<file path="src/rtl/eight_bit_add_sub_core.sv">
// Registered 8-bit signed adder/subtractor with signed-overflow flag, one cycle latency.
// Optional macro ADD_SUB_SATURATE_EN clamps overflowing results instead of wrapping.
module eight_bit_add_sub_core (
  input  logic       clk,
  input  logic       rst,
  input  logic [7:0] a,
  input  logic [7:0] b,
  input  logic       opcode,
  output logic [7:0] sum,
  output logic       ovf
);

  logic [8:0] c;
  logic [7:0] bx;
  logic [7:0] s_raw;
  logic [7:0] sum_next;
  logic       ovf_next;

  // Ripple chain: subtract is a + ~b + 1, so opcode both inverts b and seeds the carry.
  always_comb begin
    c     = '0;
    s_raw = '0;
    bx    = b ^ {8{opcode}};
    c[0]  = opcode;
    for (int unsigned i = 0; i < 8; i++) begin
      s_raw[i] = a[i] ^ bx[i] ^ c[i];
      c[i+1]   = (a[i] & bx[i]) | (c[i] & (a[i] ^ bx[i]));
    end
    ovf_next = c[7] ^ c[8];
    sum_next = s_raw;
`ifdef ADD_SUB_SATURATE_EN
    // On overflow the true result shares the sign of a.
    if (ovf_next) begin
      sum_next = a[7] ? 8'h80 : 8'h7f;
    end
`endif
  end

  always_ff @(posedge clk or posedge rst) begin
    if (rst) begin
      sum <= '0;
      ovf <= 1'b0;
    end else begin
      sum <= sum_next;
      ovf <= ovf_next;
    end
  end

endmodule

</file>
<file path="config.mk">
export PLATFORM = sky130hd
export DESIGN_NAME = eight_bit_add_sub_core
export DESIGN_NICKNAME = d
export VERILOG_FILES = /design/src/rtl/eight_bit_add_sub_core.sv
export SDC_FILE = /design/constraint.sdc
export NUM_CORES = 1
export LEC_CHECK = 0
export ABC_AREA = 1
export BUFFER_PORTS_ARGS = -buffer_cell sky130_fd_sc_hd__buf_2
export CAP_MARGIN = 20
export CORE_AREA = 4 4 41 43
export DETAILED_ROUTE_END_ITERATION = 7
export DIE_AREA = 0 0 45 47
export GPL_TIMING_DRIVEN = 0
export PLACE_DENSITY = 0.81
export SYNTH_ARGS = -nofsm -noshare
export SYNTH_HDL_FRONTEND = slang
export SYNTH_SLANG_ARGS = --single-unit
</file>
<file path="constraint.sdc">
create_clock -name clk -period 1.8 [get_ports clk]
set_clock_uncertainty 0.2 [all_clocks]
set_input_delay 0.45 -clock clk [delete_from_list [all_inputs] [get_ports clk]]
set_output_delay 0.45 -clock clk [all_outputs]
set_load 0.01 [all_outputs]
</file>
==> flow_summary.yaml, run 1 <==
run_status:
  status: "finished with violations"
  violations: "setup timing"
synth:
  ys_ff_latch: 9
  synth_edf_count: 0
  yosysTopAreaCell: "dfrtp_1"
  netlist_area_um2: 586
  yosys_warnings: 0
  yosys.cell_count.top_type: "inv_1"
  ys_seq_area_frac: 0.385
  synth_common_cells: "inv_1, nand2_1, dfrtp_1, fa_1, xnor2_1"
  syn_nets: 85
  synth_cells: 59
  syn_area_per_cell_um2: 9.92
  synth_top_area_share: 0.385
  synth_area_leaders: "dfrtp_1, fa_1, inv_1, xnor2_1, nand2_1"
  synth_top_flop_cell: "dfrtp_1"
  async_flop_share: 1.00
  yosysUniqueCellTypes: 9
cells_and_area:
  layout.nets: 124
  nFillCells: 103
  instances_no_fill: 112
  fin_area_um2: 920
  diodes: 0
  drive_gt1_frac: 0.588
  syn2layout_area_growth_pct: 57.1
  multi_input_area_um2: 334
  fin_util: 0.707
  regArea_um2: 225
die:
  rows: 13
  core_mm2: 0.00130
  die_w_um: 45
  ios: 28
  die_area_mm2: 0.00212
  initial_utilization: 0.450
  die_h_um: 47
worst_setup_path:
  cp_slowest_cell: "fa_2"
  crit_path_max_incr_delay_ns: 0.52
  crit_path_frequent_cell: "fa_2"
  cp_data_arrival_time_ns: 3.29
  critPathLaunchType: "input pin"
  worst-setup-path-type: "input pin to flip-flop"
  cp_max_fo: 3
  cp_cell_sequence: "buf_8, inv_6, nand2_4, o21ai_4, fa_2, inv_2, fa_2, fa_2, fa_2, fa_2, fa_2, fa_2, inv_1"
  setup.worst_path.end_class: "flip-flop"
  worstPathRequired_ns: 1.75
timing:
  finalSetupViolCount: 6
  max_slew_margin: 0.790
  rsz0062_at_grt: "yes"
  maxSlewViolCount: 0
  fin_ws_ns: -1.54
  finalSetupTns_ns: -5.66
  hold_viol_final: 0
  tightest_slew_ns: 0.314
  max_freq_mhz: 300
  layout_min_cycle_time_ns: 3.34
  finalCritPeriodShare: 1.85
  hold_slack_ns: 0.313
min_path:
  hold_class: "input pin to flip-flop"
route:
  drt_iter0_drc: 4
  drtAntennaViolNets: 0
  drc: 0
  viasPerCell: 4.20
  routedWlPerCell_um: 9.74
  num_vias: 470
  routed_wl_um: 1090
  first_pass_iters: 4
place:
  placed_area_um2: 774
  dpl.hpwl_um: 907
  place.gp.congestion: 0.687
  post-place-cells: 101
  place_ws_ns: -2.08
  port_buffers: 27
cts:
  cts_sinks: 9
  cts_buffers: 3
  clk_pin_slew_ns: 0.06
  cts_buffer_depth: 2
  clock-root-buffer: "clkbuf_4"
  htreeDepth: 1
  cts_tree: "yes"
grt:
  grt_overflow: 0
  grt_pass1_wl_um: 1650
  antenna_found_initial: 0
  grt_usage: 0.111
  grt_pass1_vias: 422
  grt_max_degree: 10
power_and_ir_drop:
  power_mw: 0.692
  p_leak_nw: 0.490
  vdd_drop_max_v: 0.000314
  power.density_mw_per_mm2: 752
job:
  cap_violations: 0
cell usage in the layout, fill, tap and decap left out:
master,netlist,final
clkinv_2,0,1
nand2_2,4,3
nand2_1,11,11
buf_6,1,1
inv_1,18,12
inv_2,0,4
xor2_1,2,1
buf_8,0,2
clkbuf_4,0,3
inv_6,0,1
dlygate4sd3_1,0,1
inv_4,0,1
fa_2,0,7
buf_4,0,7
buf_2,0,23
xor2_4,0,1
xnor2_1,6,6
nand2_4,0,1
o21ai_4,0,1
buf_12,0,1
dfrtp_1,9,9
final cells by class:
type,count,area share
sequential,9,0.245
tap,15,0.0204
inverter,18,0.0816
clock inverter,1,0.00544
clock buffer,3,0.0245
multi-input combinational,31,0.363
timing repair buffer,35,0.260
flip-flops by register name (all words and copies together), names as in the netlist:
signal	cells
sum	8
ovf	1
path summary, 6_finish.rpt:
kind	from	to	slack, ns	cells after the start
worst max-delay path	b[0]	sum[7]	-1.54	13
max in group asynchronous	rst	sum[0]	0.68	3
min in group asynchronous	rst	ovf	0.49	3
worst min-delay path	a[1]	sum[1]	0.31	2
metal layers:
layer	wire length (um)	vias to the layer above	share of wire	GRT usage
met1	348	217	0.32	0.119
met3	85	2	0.078	0
met4	19	0	0.017	0.0877
li1	-	234	-	-
met2	638	17	0.58	0.206
met5	0	-	0	0
timing repair:
action | in CTS | in global routing
hold endpoints to repair | 9 | 0
gates resized for setup | 9 | 16
hold buffers | 1 | 0
buffers inserted | 4 | 3
setup endpoints to repair | 7 | 6
pin swaps | 2 | 1
worst max-delay path, delay by kind of cell:
family / cells / cell delay [ns]
adders and majority gates: 7 / 2.49
buffers and inverters: 4 / 0.24
AOI/OAI and AO/OA: 1 / 0.06
and+or+nand+nor: 1 / 0.05
where the power goes:
group	switching [mW]	internal [mW]	leakage (nW)
combinational	0.139	0.140	0.369
clock	0.0646	0.0815	0.0177
sequential	0.0108	0.255	0.104
cells by family (layout without fill, tap and decap cells):
| family | after synthesis | in the layout | synth area share |
|---|---|---|---|
| buf+inv | 19 | 57 | 0.135 |
| flops | 9 | 9 | 0.385 |
| simple gates | 15 | 15 | 0.113 |
| compound gates | 1 | 1 | 0.00854 |
| fa+ha+maj | 7 | 7 | 0.239 |
| xor+xnor | 8 | 8 | 0.120 |
No activity file was read; power rests on OpenSTA's default activity.
==> run 2: changes to the inputs <==
--- a/config.mk
+++ b/config.mk
@@ -8,11 +8,11 @@
 export ABC_AREA = 1
 export BUFFER_PORTS_ARGS = -buffer_cell sky130_fd_sc_hd__buf_2
 export CAP_MARGIN = 20
-export CORE_AREA = 4 4 41 43
+export CORE_MARGIN = 4
+export CORE_UTILIZATION = 43
 export DETAILED_ROUTE_END_ITERATION = 7
-export DIE_AREA = 0 0 45 47
 export GPL_TIMING_DRIVEN = 0
-export PLACE_DENSITY = 0.81
+export PLACE_DENSITY = 0.79
 export SYNTH_ARGS = -nofsm -noshare
 export SYNTH_HDL_FRONTEND = slang
 export SYNTH_SLANG_ARGS = --single-unit
==> constraint.sdc (replaced) <==
create_clock -name clk -period 3.4 [get_ports clk]
set_clock_uncertainty 0.2 [all_clocks]
set_input_delay 0.85 -clock clk [delete_from_list [all_inputs] [get_ports clk]]
set_output_delay 0.85 -clock clk [all_outputs]
set_load 0.01 [all_outputs]
==> flow_summary.yaml, run 2 (same netlist as run 1, synthesis figures left out) <==
die:
  die_area_mm2: 0.00202
  initial_utilization: 0.456
  ios: 28
  core_mm2: 0.00128
  rows: 13
  die_w_um: 44.9
  die_h_um: 44.9
timing:
  layout_min_cycle_time_ns: 3.78
  finalSetupViolCount: 3
  max_freq_mhz: 265
  rsz0062_at_grt: "yes"
  tightest_slew_ns: 0.307
  hold_viol_final: 0
  maxSlewViolCount: 0
  hold_slack_ns: 0.332
  finalSetupTns_ns: -0.693
  finalCritPeriodShare: 1.11
  max_slew_margin: 0.795
  fin_ws_ns: -0.380
worst_setup_path:
  crit_path_frequent_cell: "fa_2"
  cp_slowest_cell: "fa_2"
  setup.worst_path.end_class: "flip-flop"
  cp_cell_sequence: "buf_8, inv_6, o21ai_4, fa_2, inv_2, fa_2, fa_2, fa_2, fa_2, fa_2, fa_2, inv_2"
  crit_path_max_incr_delay_ns: 0.54
  cp_max_fo: 3
  worstPathRequired_ns: 3.35
  crit_buf_inv: 4
  crit_family: "adder cells"
  critPathLaunchType: "input pin"
  worst-setup-path-type: "input pin to flip-flop"
  cp_data_arrival_time_ns: 3.73
power_and_ir_drop:
  vdd_drop_max_v: 0.000226
  power.density_mw_per_mm2: 403
  p_leak_nw: 0.482
route:
  first_pass_iters: 4
  num_vias: 468
  viasPerCell: 4.22
  routedWlPerCell_um: 10.3
  routed_wl_um: 1150
  drt_iter0_drc: 7
  drtAntennaViolNets: 0
  drc: 0
grt:
  grt_pass1_vias: 440
  grt_overflow: 0
  grt_max_degree: 10
  grt_pass1_wl_um: 1590
  grt_usage: 0.112
  antenna_found_initial: 0
cts:
  clk_pin_slew_ns: 0.05
  cts_tree: "yes"
  cts_buffer_depth: 2
  cts_sinks: 9
  cts_buffers: 3
  clock-root-buffer: "clkbuf_4"
  ctsHoldBuffers: 0
  htreeDepth: 1
cells_and_area:
  drive_gt1_frac: 0.563
  syn2layout_area_growth_pct: 53.2
  layout_common_cells: "buf_2, inv_1, nand2_1"
  largest_register_ff_count: 8
  layout.nets: 123
  diodes: 0
  largest_register: "sum"
  top_regs: "sum (8), ovf (1)"
  mostFrequentLayoutCell: "buf_2"
  fin_util: 0.698
  instances_no_fill: 111
min_path:
  hold_class: "input pin to asynchronous set/reset pin"
place:
  place.gp.congestion: 0.750
  dpl.hpwl_um: 860
  post-place-cells: 101
  port_buffers: 27
run_status:
  status: "finished with violations"
  violations: "setup timing"
job:
  cap_violations: 0
[run 2: cell count changes in the layout (fill, tap and decap cells not counted)]
cell / change
dlygate4sd3_1: -1
clkbuf_1: +1
clkinv_2: -1
buf_6: +1
buf_12: -1
inv_2: -1
inv_1: +2
inv_4: -1
[run 2: how the worst max path moves through the flow]
stage,endpoint,from,slack (ns),depth (start not counted)
after floorplan,ovf,opcode,-0.58,11
after global placement,ovf,opcode,-0.80,12
after detailed placement,ovf,opcode,-0.85,12
after CTS,ovf,opcode,-0.44,12
after global routing,sum[7],b[0],-0.44,12
final,sum[7],b[0],-0.38,12
[run 2: through the flow]
step / power, mW / instance area [um^2] / setup WS, ns
6_report: 0.361 / 897 / -0.380
3_5_place_dp: 0.272 / 774 / -0.850
4_1_cts: 0.354 / 833 / -0.443
3_3_place_gp: 0.265 / 774 / -0.799
5_1_grt: 0.391 / 897 / -0.441
2_1_floorplan: 0.220 / 621 / -0.583
[run 2: per-layer routing]
layer | vias to the layer above | routed length [um] | track usage
met4 | 0 | 46 | 0.0877
met5 | - | 0 | 0
li1 | 232 | - | -
met3 | 4 | 104 | 0.00797
met2 | 25 | 629 | 0.223
met1 | 207 | 367 | 0.101
[run 2: final cells by class]
| class | count | area, um^2 |
|---|---|---|
| clock buffers | 4 | 26.3 |
| fillers | 93 | 388 |
| inverters | 18 | 72.6 |
| multi-input cells | 31 | 334 |
| flip-flops and latches | 9 | 225 |
| well taps | 15 | 18.8 |
| repair buffers | 34 | 220 |
[run 2: timing repair]
| action | in CTS | in global routing |
|---|---|---|
| pin swaps | 1 | 1 |
| setup buffers | 3 | 4 |
| endpoints found under the setup margin | 3 | 3 |
| gates resized for setup | 5 | 14 |
[run 2: power breakdown]
group          total (mW)  internal (mW)  switching [mW]  leakage [nW]
combinational       0.144         0.0694          0.0742         0.363
clock              0.0772         0.0449          0.0323        0.0150
sequential          0.140          0.135         0.00523         0.104
total               0.361          0.249           0.112         0.482
